$ cat config.mk
export PLATFORM = sky130hd
export DESIGN_NAME = writeback_stage
export DESIGN_NICKNAME = d
export VERILOG_FILES = /design/src/rtl/writeback_stage.sv
export SDC_FILE = /design/constraint.sdc
export NUM_CORES = 1
export LEC_CHECK = 0
export CAP_MARGIN = 20
export CORE_ASPECT_RATIO = 0.8
export CORE_MARGIN = 2
export CORE_UTILIZATION = 44
export CTS_CLUSTER_DIAMETER = 40
export DETAILED_ROUTE_END_ITERATION = 7
export HOLD_SLACK_MARGIN = 0.12
export PLACE_DENSITY = 0.87
export REMOVE_ABC_BUFFERS = 1
export SLEW_MARGIN = 20
export SYNTH_ARGS = -nofsm -noshare
export SYNTH_HDL_FRONTEND = slang
export SYNTH_SLANG_ARGS = --single-unit
$ cat constraint.sdc
create_clock -name clk -period 3.87 [get_ports clk]
set_input_delay 0.5805 -clock clk [delete_from_list [all_inputs] [get_ports clk]]
set_output_delay 0.5805 -clock clk [all_outputs]
set_load 0.01 [all_outputs]
$ cat src/rtl/writeback_stage.sv
// ----------------------------------------------------------------------------
// writeback_stage
//   Y86-64 pipeline write-back stage. It holds the W pipeline register,
//   decodes the register-file write addresses and enables, tracks the sticky
//   halt status, and counts retired instructions.
//
//   Optional feature macro: WB_FORWARD_EN. When it is defined, the module
//   gains combinational W-to-decode forwarding ports.
//
// Ports
//   clk, rst            rising-edge clock; synchronous active-high reset
//   m_valid .. m_valM   memory-stage instruction fields, captured into W
//   w_stall, w_bubble   W register hold / nop-injection controls (stall wins)
//   dstE, dstM          register-file write addresses (4'hF = none)
//   valE, valM          register-file write data, taken straight from W
//   weE, weM            register-file write enables
//   halted              sticky halt/error status, cleared only by rst
//   retired_cnt         wrapping count of retired valid instructions
//   (WB_FORWARD_EN) d_srcA/B in; fwdA/B_hit and fwdA/B_val out
// ----------------------------------------------------------------------------
module writeback_stage (
    input  logic        clk,
    input  logic        rst,
    input  logic        m_valid,
    input  logic [3:0]  m_icode,
    input  logic        m_cnd,
    input  logic [3:0]  m_rA,
    input  logic [3:0]  m_rB,
    input  logic [63:0] m_valE,
    input  logic [63:0] m_valM,
    input  logic        w_stall,
    input  logic        w_bubble,
`ifdef WB_FORWARD_EN
    input  logic [3:0]  d_srcA,
    input  logic [3:0]  d_srcB,
    output logic        fwdA_hit,
    output logic        fwdB_hit,
    output logic [63:0] fwdA_val,
    output logic [63:0] fwdB_val,
`endif
    output logic [3:0]  dstE,
    output logic [3:0]  dstM,
    output logic [63:0] valE,
    output logic [63:0] valM,
    output logic        weE,
    output logic        weM,
    output logic        halted,
    output logic [31:0] retired_cnt
);

    localparam logic [3:0] REG_NONE = 4'hF;
    localparam logic [3:0] REG_RSP  = 4'h4;
    localparam logic [3:0] I_NOP    = 4'h1;

    // W pipeline register
    logic        w_valid_reg;
    logic [3:0]  w_icode_reg;
    logic        w_cnd_reg;
    logic [3:0]  w_rA_reg;
    logic [3:0]  w_rB_reg;
    logic [63:0] w_valE_reg;
    logic [63:0] w_valM_reg;

    logic        halted_reg;
    logic [31:0] retired_cnt_reg;

    logic [3:0]  dst_e_next;
    logic [3:0]  dst_m_next;
    logic        we_e_next;
    logic        we_m_next;
    logic        w_is_halt;

    // halt and the invalid icodes C-F both stop the machine
    assign w_is_halt = (w_icode_reg == 4'h0) || (w_icode_reg >= 4'hC);

    always_ff @(posedge clk) begin
        if (rst) begin
            w_valid_reg     <= 1'b0;
            w_icode_reg     <= I_NOP;
            w_cnd_reg       <= 1'b0;
            w_rA_reg        <= REG_NONE;
            w_rB_reg        <= REG_NONE;
            w_valE_reg      <= 64'd0;
            w_valM_reg      <= 64'd0;
            halted_reg      <= 1'b0;
            retired_cnt_reg <= 32'd0;
        end else begin
            if (!w_stall) begin
                if (w_bubble) begin
                    w_valid_reg <= 1'b0;
                    w_icode_reg <= I_NOP;
                    w_cnd_reg   <= 1'b0;
                    w_rA_reg    <= REG_NONE;
                    w_rB_reg    <= REG_NONE;
                    w_valE_reg  <= 64'd0;
                    w_valM_reg  <= 64'd0;
                end else begin
                    w_valid_reg <= m_valid;
                    w_icode_reg <= m_icode;
                    w_cnd_reg   <= m_cnd;
                    w_rA_reg    <= m_rA;
                    w_rB_reg    <= m_rB;
                    w_valE_reg  <= m_valE;
                    w_valM_reg  <= m_valM;
                end
            end

            // an instruction retires when it leaves W while the machine runs
            if (w_valid_reg && !halted_reg && !w_stall) begin
                retired_cnt_reg <= retired_cnt_reg + 32'd1;
            end

            if (w_valid_reg && w_is_halt) begin
                halted_reg <= 1'b1;
            end
        end
    end

    always_comb begin
        dst_e_next = REG_NONE;
        dst_m_next = REG_NONE;
        case (w_icode_reg)
            4'h2:       dst_e_next = w_cnd_reg ? w_rB_reg : REG_NONE;
            4'h3, 4'h6: dst_e_next = w_rB_reg;
            4'h5:       dst_m_next = w_rA_reg;
            4'h8, 4'h9, 4'hA: dst_e_next = REG_RSP;
            4'hB: begin
                dst_e_next = REG_RSP;
                dst_m_next = w_rA_reg;
            end
            default: begin
                dst_e_next = REG_NONE;
                dst_m_next = REG_NONE;
            end
        endcase
    end

    // popq %rsp makes dstE==dstM; only the loaded value may reach the register
    assign we_m_next = w_valid_reg && !halted_reg && (dst_m_next != REG_NONE);
    assign we_e_next = w_valid_reg && !halted_reg && (dst_e_next != REG_NONE)
                       && !((dst_e_next == dst_m_next) && we_m_next);

    assign dstE        = dst_e_next;
    assign dstM        = dst_m_next;
    assign valE        = w_valE_reg;
    assign valM        = w_valM_reg;
    assign weE         = we_e_next;
    assign weM         = we_m_next;
    assign halted      = halted_reg;
    assign retired_cnt = retired_cnt_reg;

`ifdef WB_FORWARD_EN
    logic [3:0]  fwd_src [2];
    logic        fwd_hit [2];
    logic [63:0] fwd_val [2];

    assign fwd_src[0] = d_srcA;
    assign fwd_src[1] = d_srcB;

    // the M write has priority, matching the register-file outcome
    generate
        for (genvar gi = 0; gi < 2; gi++) begin : g_fwd
            logic hit_m;
            logic hit_e;
            assign hit_m = we_m_next && (fwd_src[gi] == dst_m_next);
            assign hit_e = we_e_next && (fwd_src[gi] == dst_e_next);
            assign fwd_hit[gi] = (fwd_src[gi] != REG_NONE) && (hit_m || hit_e);
            assign fwd_val[gi] = hit_m ? w_valM_reg : w_valE_reg;
        end
    endgenerate

    assign fwdA_hit = fwd_hit[0];
    assign fwdB_hit = fwd_hit[1];
    assign fwdA_val = fwd_val[0];
    assign fwdB_val = fwd_val[1];
`endif

endmodule

==> out/results.ini, run 1 <==
[clock_tree]
clk_pin_slew_ps=70
cts_sinks=175
clkLatencyLatePin_ps=410
cts_resized=0
root_buffer=clkbuf_16
cts_buffers=17
cts_hold_buf=0
cts_buffer_depth=2
cts_tree=done
post_cts_buffers=0
h-tree-depth=4

[finish]
fin_util_pct=70.2
diodes=0
regArea_um2=3500
drive_above_1_share_pct=6.08
fill_cells=1119
nets=1153
syn_to_final_growth_pct=57.5
multi_input_area_um2=2860

[yosys]
synth_largest_area_cell=dfxtp_1
synth_area_um2=6650
avgSynthCellArea_um2=9.16
ys_seq_area_share_pct=52.7
ys_warn_count=0
synth_common_cells=175 x dfxtp_1, 168 x nor2_1, 132 x a22oi_1
synth.top_cell.area_share_pct=52.7
yosysMostFrequentCell=dfxtp_1
ys_types=47
ys_ff_latch=175
syn-instance-count=726
synth_edf_count=0
async_flop_share_pct=0
synth_flop_cell=dfxtp_1
ys_top_cells_by_area=dfxtp_1 53%, a22oi_1 15%, nor2_1 9.5%

[setup_path]
worst_path_max_delay_cell=dfxtp_1
cp_max_fo=15
slowest_delay_ps=580
critPathArrivalTime_ps=2510
reg2reg_depth=5
cp_top_family=compound AO/OA/AOI/OAI gates
r2r_start=w_valid_reg
cp.buffers_inverters=1
rr_endpoint=retired_cnt[29]
crit_chain=o31ai_1 -> o311ai_0 -> o221ai_1 -> a31oi_1 -> clkdlybuf4s50_1
r2r_slack_ps=1770
cp-start-kind=flip-flop
cp-end-kind=output port
required_ps=3290
crit_type=reg2out
worstSetupPathDepth=5

[pwr]
p_leak_nw=3.81
peakVddDrop_v=0.000420
p_total_mw=4.13
powerDensity_nw_per_um2=395

[floorplan]
start_util_pct=44.6
die-area_um2=16100
die_y_um=114
core_area_um2=14900
rows=40
die_w_um=141
pin_count=317

[timing]
slew_viol_final=0
fmax_mhz=324
rsz0062_at_grt=false
period_share_pct=79.8
setup_violations=0
fin_worst_skew_ps=7.01
layout_min_cycle_time_ps=3090
worst_pin_slew_ps=835
slew_headroom_pct=44.3
hold_viol=0

[worst_hold_path]
min_delay_path_depth=2
hold_start=retired_cnt[13]
min_to=retired_cnt[13]
hold_class=reg2reg

[detailed_routing]
wl_per_cell_um=17.1
viasPerCell=5.39
firstDrtPassIters=5
drtIter0Drc=378
vias=6508
drc=0
drt.antenna.violating_nets=0
drt_wl_total_um=20700

[grt]
antenna_found_initial=0
grt_max_degree=114
grt_pass1_vias=6217
grt_pass1_wl_um=32300
grtUsageTotal_pct=25.3
overflow=0

[run_status]
status=completed

[place]
place_congestion=0.810
port_buffers=316
hpwl_um=14300

[run]
maxCapViolations=0

-- per-layer routing --
| layer | part of all wire (%) | global-route usage [%] | wire, um | vias up |
|---|---|---|---|---|
| met2 | 49 | 43.5 | 10200 | 264 |
| met3 | 8.5 | 8.61 | 1760 | 30 |
| met4 | 2.2 | 8.93 | 447 | 0 |
| met5 | 0 | 0 | 0 | - |
| met1 | 40 | 29.6 | 8350 | 3066 |
| li1 | - | - | - | 3148 |
-- cells in the final DEF (no fill, tap or decap), types with 3 or more instances in the layout --
cell type          n
bufinv_16          3
clkdlybuf4s50_1  314
or3_1              5
clkbuf_16         17
or2_2              4
dfxtp_1          175
nor2b_1           14
nor3_1            14
o21ai_0           10
inv_1              8
o31ai_1            3
buf_4              6
or4_1              4
nor3b_1            3
xor2_1             7
and4_1             6
nand4_1           11
nand2b_1          12
nor4_1             3
nand3_1           14
mux2_2            16
o22ai_1            9
a21oi_1            9
clkinv_4           4
and2_1             4
nor2_1           167
nand2_1           10
a22oi_1          132
-- per-stage QoR --
step / area (um^2) / setup WS, ps / setup TNS [ps] / instances / hold WS [ps]
floorplan: 6390 / -1250 / -165630 / 665 / 470
global placement: 9860 / 1200 / 0 / 1176 / 487
detailed placement: 9860 / 1170 / 0 / 1176 / 493
CTS: 10500 / 786 / 0 / 1208 / 502
global route: 10500 / 486 / 0 / 1208 / 528
finish: 10500 / 781 / 0 / 1208 / 509
-- cell families (layout without fill, tap and decap cells) --
logic type               Yosys count  after routing  synth area share (%)
multiplexers                      17             17                  2.86
buffers and inverters             70            363                  4.35
AND/OR/NAND/NOR                  282            282                  20.2
adder cells (fa/ha/maj)            1              1                 0.188
AO/OA/AOI/OAI                    173            173                  18.7
flip-flops                       175            175                  52.7
XOR/XNOR                           8              8                  1.05
-- how the worst max path moves through the flow --
stage	startpoint	endpoint
global route	w_icode_reg[2]	weE
global placement	w_icode_reg[2]	weE
finish	w_icode_reg[2]	weE
floorplan	w_bubble	valE[0]
CTS	w_icode_reg[2]	weE
detailed placement	w_bubble	valM[38]
-- final cells by class --
cell class | count | area share (%)
multi-input cells | 481 | 27.3
well taps | 189 | 2.26
clock inverters | 12 | 1.52
inverters | 9 | 0.323
clock buffers | 20 | 4.36
repair buffers | 322 | 30.7
flip-flops and latches | 175 | 33.5
-- worst reg2reg max path, delay by kind of cell, from the launching register on --
family,cells,cell delay [ps]
muxes,1,380
buffers and inverters,1,230
DFF,1,380
and+or+nand+nor,3,1010
-- power breakdown --
part	internal, mW	switching, mW	total [mW]
Sequential	1.86	0.0367	1.89
Combinational	0.276	0.201	0.477
Clock	1.05	0.708	1.76
Total	3.19	0.945	4.13
(Power assumes the default switching activity.)
==> inputs of run 2 (changes only) <==
- CORE_UTILIZATION: 44 -> 41
- PLACE_DENSITY: 0.87 -> 0.81
- clock period: 3.87 -> 3.1 ns (I/O delays scaled with it)
==> out/results.ini, run 2 (synthesis gave the netlist of run 1 again) <==
[floorplan]
core_area_um2=15800  ; +5.9%
pin_count=317  ; unchanged
die_y_um=118  ; +3.5%
start_util_pct=42.1  ; -2.5 points
rows=41  ; +2.5%
die_w_um=146  ; +3.5%
die-area_um2=17300  ; +7.1%

[timing]
fmax_mhz=350
worst_pin_slew_ps=621  ; -215 ps
hold_viol=0  ; unchanged
setup_violations=0  ; unchanged
rsz0062_at_grt=false
slew_headroom_pct=58.6  ; +14 points
layout_min_cycle_time_ps=2860
period_share_pct=92.2
fin_worst_skew_ps=9.03  ; +2.02 ps
slew_viol_final=0  ; unchanged

[clock_tree]
root_buffer=clkbuf_16
cts_sinks=175  ; unchanged
cts_resized=0  ; unchanged
cts_tree=done
h-tree-depth=4  ; unchanged
cts_hold_buf=0  ; unchanged
cts_buffers=17  ; unchanged
cts_buffer_depth=2  ; unchanged
clk_pin_slew_ps=70  ; about the same
post_cts_buffers=0  ; unchanged
clkLatencyLatePin_ps=430  ; +20 ps

[detailed_routing]
top_layer_used=met4
drt.antenna.violating_nets=0  ; unchanged
drtIter0Drc=410  ; +8.5%
met2_length_um=10100  ; -1.0%
wl_met3_um=1840  ; +4.6%
drc=0  ; unchanged
firstDrtPassIters=5  ; unchanged
drt_wl_total_um=20900  ; +0.97%
viasPerCell=5.24  ; -2.7%
met1_length_um=8550  ; +2.5%
vias=6487  ; -0.32%
wl_per_cell_um=16.9  ; -1.4%

[finish]
nets=1156  ; +0.26%
layout_common_cells=314 x clkdlybuf4s50_1, 172 x dfxtp_1, 167 x nor2_1, 132 x a22oi_1, 17 x clkbuf_16
final_area_um2=10500  ; +0.71%
fin_util_pct=66.7  ; -3.5 points
final_common_cell=clkdlybuf4s50_1
syn_to_final_growth_pct=58.6
fill_cells=1314  ; +17%
diodes=0  ; unchanged
drive_above_1_share_pct=6.65  ; +0.57 points

[place]
place_congestion=0.853  ; +5.3%
hpwl_um=14600  ; +2.5%
postPlaceCellArea_um2=9940  ; +0.81%
port_buffers=316  ; unchanged

[setup_path]
reg2reg_depth=5  ; unchanged
critPathArrivalTime_ps=2390  ; -120 ps
worstSetupEndpoint=weE
r2r_slack_ps=1060  ; -710 ps
cp-start-kind=flip-flop
cp_max_fo=12  ; -3
required_ps=2630  ; -660 ps
rr_endpoint=retired_cnt[29]
crit_type=reg2out
r2r_start=w_valid_reg
crit_start=w_icode_reg[0]
cp-end-kind=output port

[run_status]
status=completed

[worst_hold_path]
hold_class=in2reg

[pwr]
p_leak_nw=3.82  ; +0.34%
peakVddDrop_v=0.000477  ; +14%
powerDensity_nw_per_um2=488  ; +24%

[grt]
grtUsageTotal_pct=23.8  ; -1.5 points
grt_max_degree=138  ; +21%
overflow=0  ; unchanged
grt_pass1_wl_um=32900  ; +2.1%
grt_pass1_vias=6296  ; +1.3%
antenna_found_initial=0  ; unchanged

[run]
maxCapViolations=0  ; unchanged

-- run 2: cell types whose count changed in the layout (fill, tap and decap cells not counted) --
cell	before	now
dfxtp_1	175	172
dfxtp_2	0	3
inv_8	0	3
buf_12	1	3
clkbuf_8	2	0
clkinv_2	2	0
clkinv_4	4	2
inv_6	1	3
buf_4	6	7
bufinv_16	3	2
clkinv_8	0	1
clkinvlp_4	2	3
-- run 2: power by group --
part	switching, mW	total, mW	internal [mW]
combinational	0.246	0.596	0.350
clock	0.965	2.19	1.22
sequential	0.0457	2.36	2.32
-- run 2: critical path, cell delays in order (launching register included) --
cell and delay (ps):
dfxtp_2 380, o31ai_1 530, o311ai_0 190, o221ai_1 250
a31oi_1 130, clkdlybuf4s50_1 490
-- run 2: layout make-up --
type                       instances  area (um^2)  area share (%)
inverter                           9         33.8           0.320
tap                              215          269            2.55
timing repair buffer             325         3270            31.0
clock inverter                    14          176            1.67
clock buffer                      18          429            4.07
multi-input combinational        481         2860            27.2
sequential                       175         3510            33.3
-- run 2: through the flow --
stage	worst slack [ps]	setup TNS (ps)	cells	power, mW	hold slack, ps
finish	243	0	1237	5.15	441
global placement	619	0	1205	3.00	490
floorplan	-1910	-252030	665	2.58	470
CTS	97.5	0	1237	5.20	436
detailed placement	576	0	1205	3.01	499
global route	45.6	0	1237	5.34	452
-- run 2: worst min-delay path by stage --
stage	startpoint	depth (start not counted)	slack [ps]	endpoint
6_report	rst	2	440	valM[54]
5_1_grt	rst	2	450	valM[2]
4_1_cts	rst	2	440	valM[61]
3_5_place_dp	valM[16]	2	500	valM[16]
3_3_place_gp	valE[13]	2	490	valE[13]
2_1_floorplan	w_rA_reg[2]	2	470	w_rA_reg[2]
-- run 2: per-layer routing --
metal	track usage, %	vias up
met2	38.9	243
met3	9.03	30
met5	0	-
met1	28.3	3048
li1	-	3166
met4	9.04	0
==> inputs of run 3 (changes only) <==
- CAP_MARGIN: 20 -> unset
- CORE_UTILIZATION: 41 -> 40
- PLACE_DENSITY: 0.81 -> 0.8
==> out/results.ini, run 3 (synthesis gave the netlist of run 1 again) <==
[floorplan]
die-area_um2=17700  ; +2.4%
die_w_um=148  ; +1.2%
core_area_um2=16400  ; +3.8%
rows=42  ; +2.4%
pin_count=317  ; unchanged
die_y_um=119  ; +1.2%
start_util_pct=40.6  ; -1.5 points

[worst_hold_path]
hold_class=in2reg

[finish]
nets=1155  ; -0.087%
diodes=0  ; unchanged
syn_to_final_growth_pct=58.6  ; about the same
drive_above_1_share_pct=6.47  ; -0.18 points
finalNonFillerCells=1240  ; +0.24%
layout_common_cells=314 x clkdlybuf4s50_1, 174 x dfxtp_1, 167 x nor2_1, 132 x a22oi_1, 17 x clkbuf_16
final_common_cell=clkdlybuf4s50_1
fin_util_pct=64.3  ; -2.4 points

[detailed_routing]
firstDrtPassIters=5  ; unchanged
vias=6492  ; +0.077%
viasPerCell=5.24  ; -0.17%
wl_per_cell_um=16.4  ; -2.9%
drtIter0Drc=305  ; -26%
drt.antenna.violating_nets=0  ; unchanged
drt_wl_total_um=20400  ; -2.6%
drc=0  ; unchanged

[place]
post-place-cells=1209  ; +0.33%
port_buffers=316  ; unchanged
hpwl_um=14300  ; -2.1%
place_congestion=0.855  ; +0.18%

[pwr]
p_leak_nw=3.82  ; about the same
p_total_mw=5.17  ; +0.56%
powerDensity_nw_per_um2=491  ; +0.60%
peakVddDrop_v=0.000345  ; -28%

[clock_tree]
cts_tree=done
root_buffer=clkbuf_16
cts_sinks=175  ; unchanged
clk_pin_slew_ps=70  ; about the same
cts_buffer_depth=2  ; unchanged
h-tree-depth=4  ; unchanged
clkLatencyLatePin_ps=420  ; about the same
post_cts_buffers=0  ; unchanged
cts_buffers=17  ; unchanged

[run]
maxCapViolations=0  ; unchanged

[grt]
grt_max_degree=106  ; -23%
antenna_found_initial=0  ; unchanged
overflow=0  ; unchanged
grt_pass1_vias=6214  ; -1.3%
grt_pass1_wl_um=31800  ; -3.4%
grtUsageTotal_pct=22.5  ; -1.3 points

[setup_path]
cp_max_fo=12  ; unchanged
cp-end-kind=output port
required_ps=2630  ; about the same
cp-start-kind=flip-flop
crit_type=reg2out
critPathArrivalTime_ps=2380  ; about the same

[timing]
slew_headroom_pct=54.8  ; -3.8 points
worst_pin_slew_ps=677  ; +56.5 ps
setup_violations=0  ; unchanged
fmax_mhz=352  ; +0.48%
slew_viol_final=0  ; unchanged
rsz0062_at_grt=false
hold_viol=0  ; unchanged
period_share_pct=91.7  ; -0.44 points
fin_worst_skew_ps=8.36  ; -0.669 ps
layout_min_cycle_time_ps=2840  ; -13.7 ps

[run_status]
status=completed

==> run 3: final timing paths <==
| check | cells past startpoint | to | slack, ps | start |
|---|---|---|---|---|
| worst max-delay path | 5 | weE | 260 | w_icode_reg[0] |
| worst min-delay path | 2 | valE[36] | 480 | rst |
| worst max register to register | 6 | retired_cnt[29] | 1210 | w_valid_reg |
| worst min register to register | 2 | retired_cnt[13] | 500 | retired_cnt[13] |
==> run 3: metrics by stage <==
| stage | TNS (ps) | hold WS [ps] | setup WS (ps) | cell area (um^2) |
|---|---|---|---|---|
| 6_report | 0 | 479 | 257 | 10500 |
| 5_1_grt | 0 | 487 | 48.3 | 10500 |
| 4_1_cts | 0 | 471 | 156 | 10500 |
| 3_5_place_dp | 0 | 490 | 626 | 9920 |
| 3_3_place_gp | 0 | 481 | 689 | 9920 |
| 2_1_floorplan | -252030 | 470 | -1910 | 6390 |
==> run 3: report_power, final <==
| group | total, mW | switching, mW | internal (mW) |
|---|---|---|---|
| registers | 2.36 | 0.0450 | 2.32 |
| clock network | 2.22 | 0.936 | 1.28 |
| logic | 0.592 | 0.245 | 0.347 |
==> run 3: cell type report <==
type                            count  area, um^2
Fill cell                        1320        5850
Sequential cell                   175        3500
Timing Repair Buffer              324        3250
Multi-Input combinational cell    481        2870
Clock buffer                       17         425
Tap cell                          220         275
Clock inverter                     14         188
Inverter                            9        33.8
==> run 3: what timing repair did <==
| item | 4_1_cts | 5_1_grt |
|---|---|---|
| gates resized for setup | 0 | 2 |
| hold buffers | 0 | 0 |
| endpoints found under the setup margin | 0 | 1 |
==> run 3: layer usage <==
metal  routed length (um)  track usage (%)  vias up
met3                 1590             8.39       26
met4                  368             6.25        0
li1                     -                -     3158
met1                 8390             27.4     3074
met2                10000             37.3      234
met5                    0                0        -
==> run 3: critical path, stage by stage, from the launching register on <==
cell	delay [ps]
dfxtp_1	540
o31ai_2	170
o311ai_0	300
o221ai_1	180
a31oi_1	220
clkdlybuf4s50_1	560
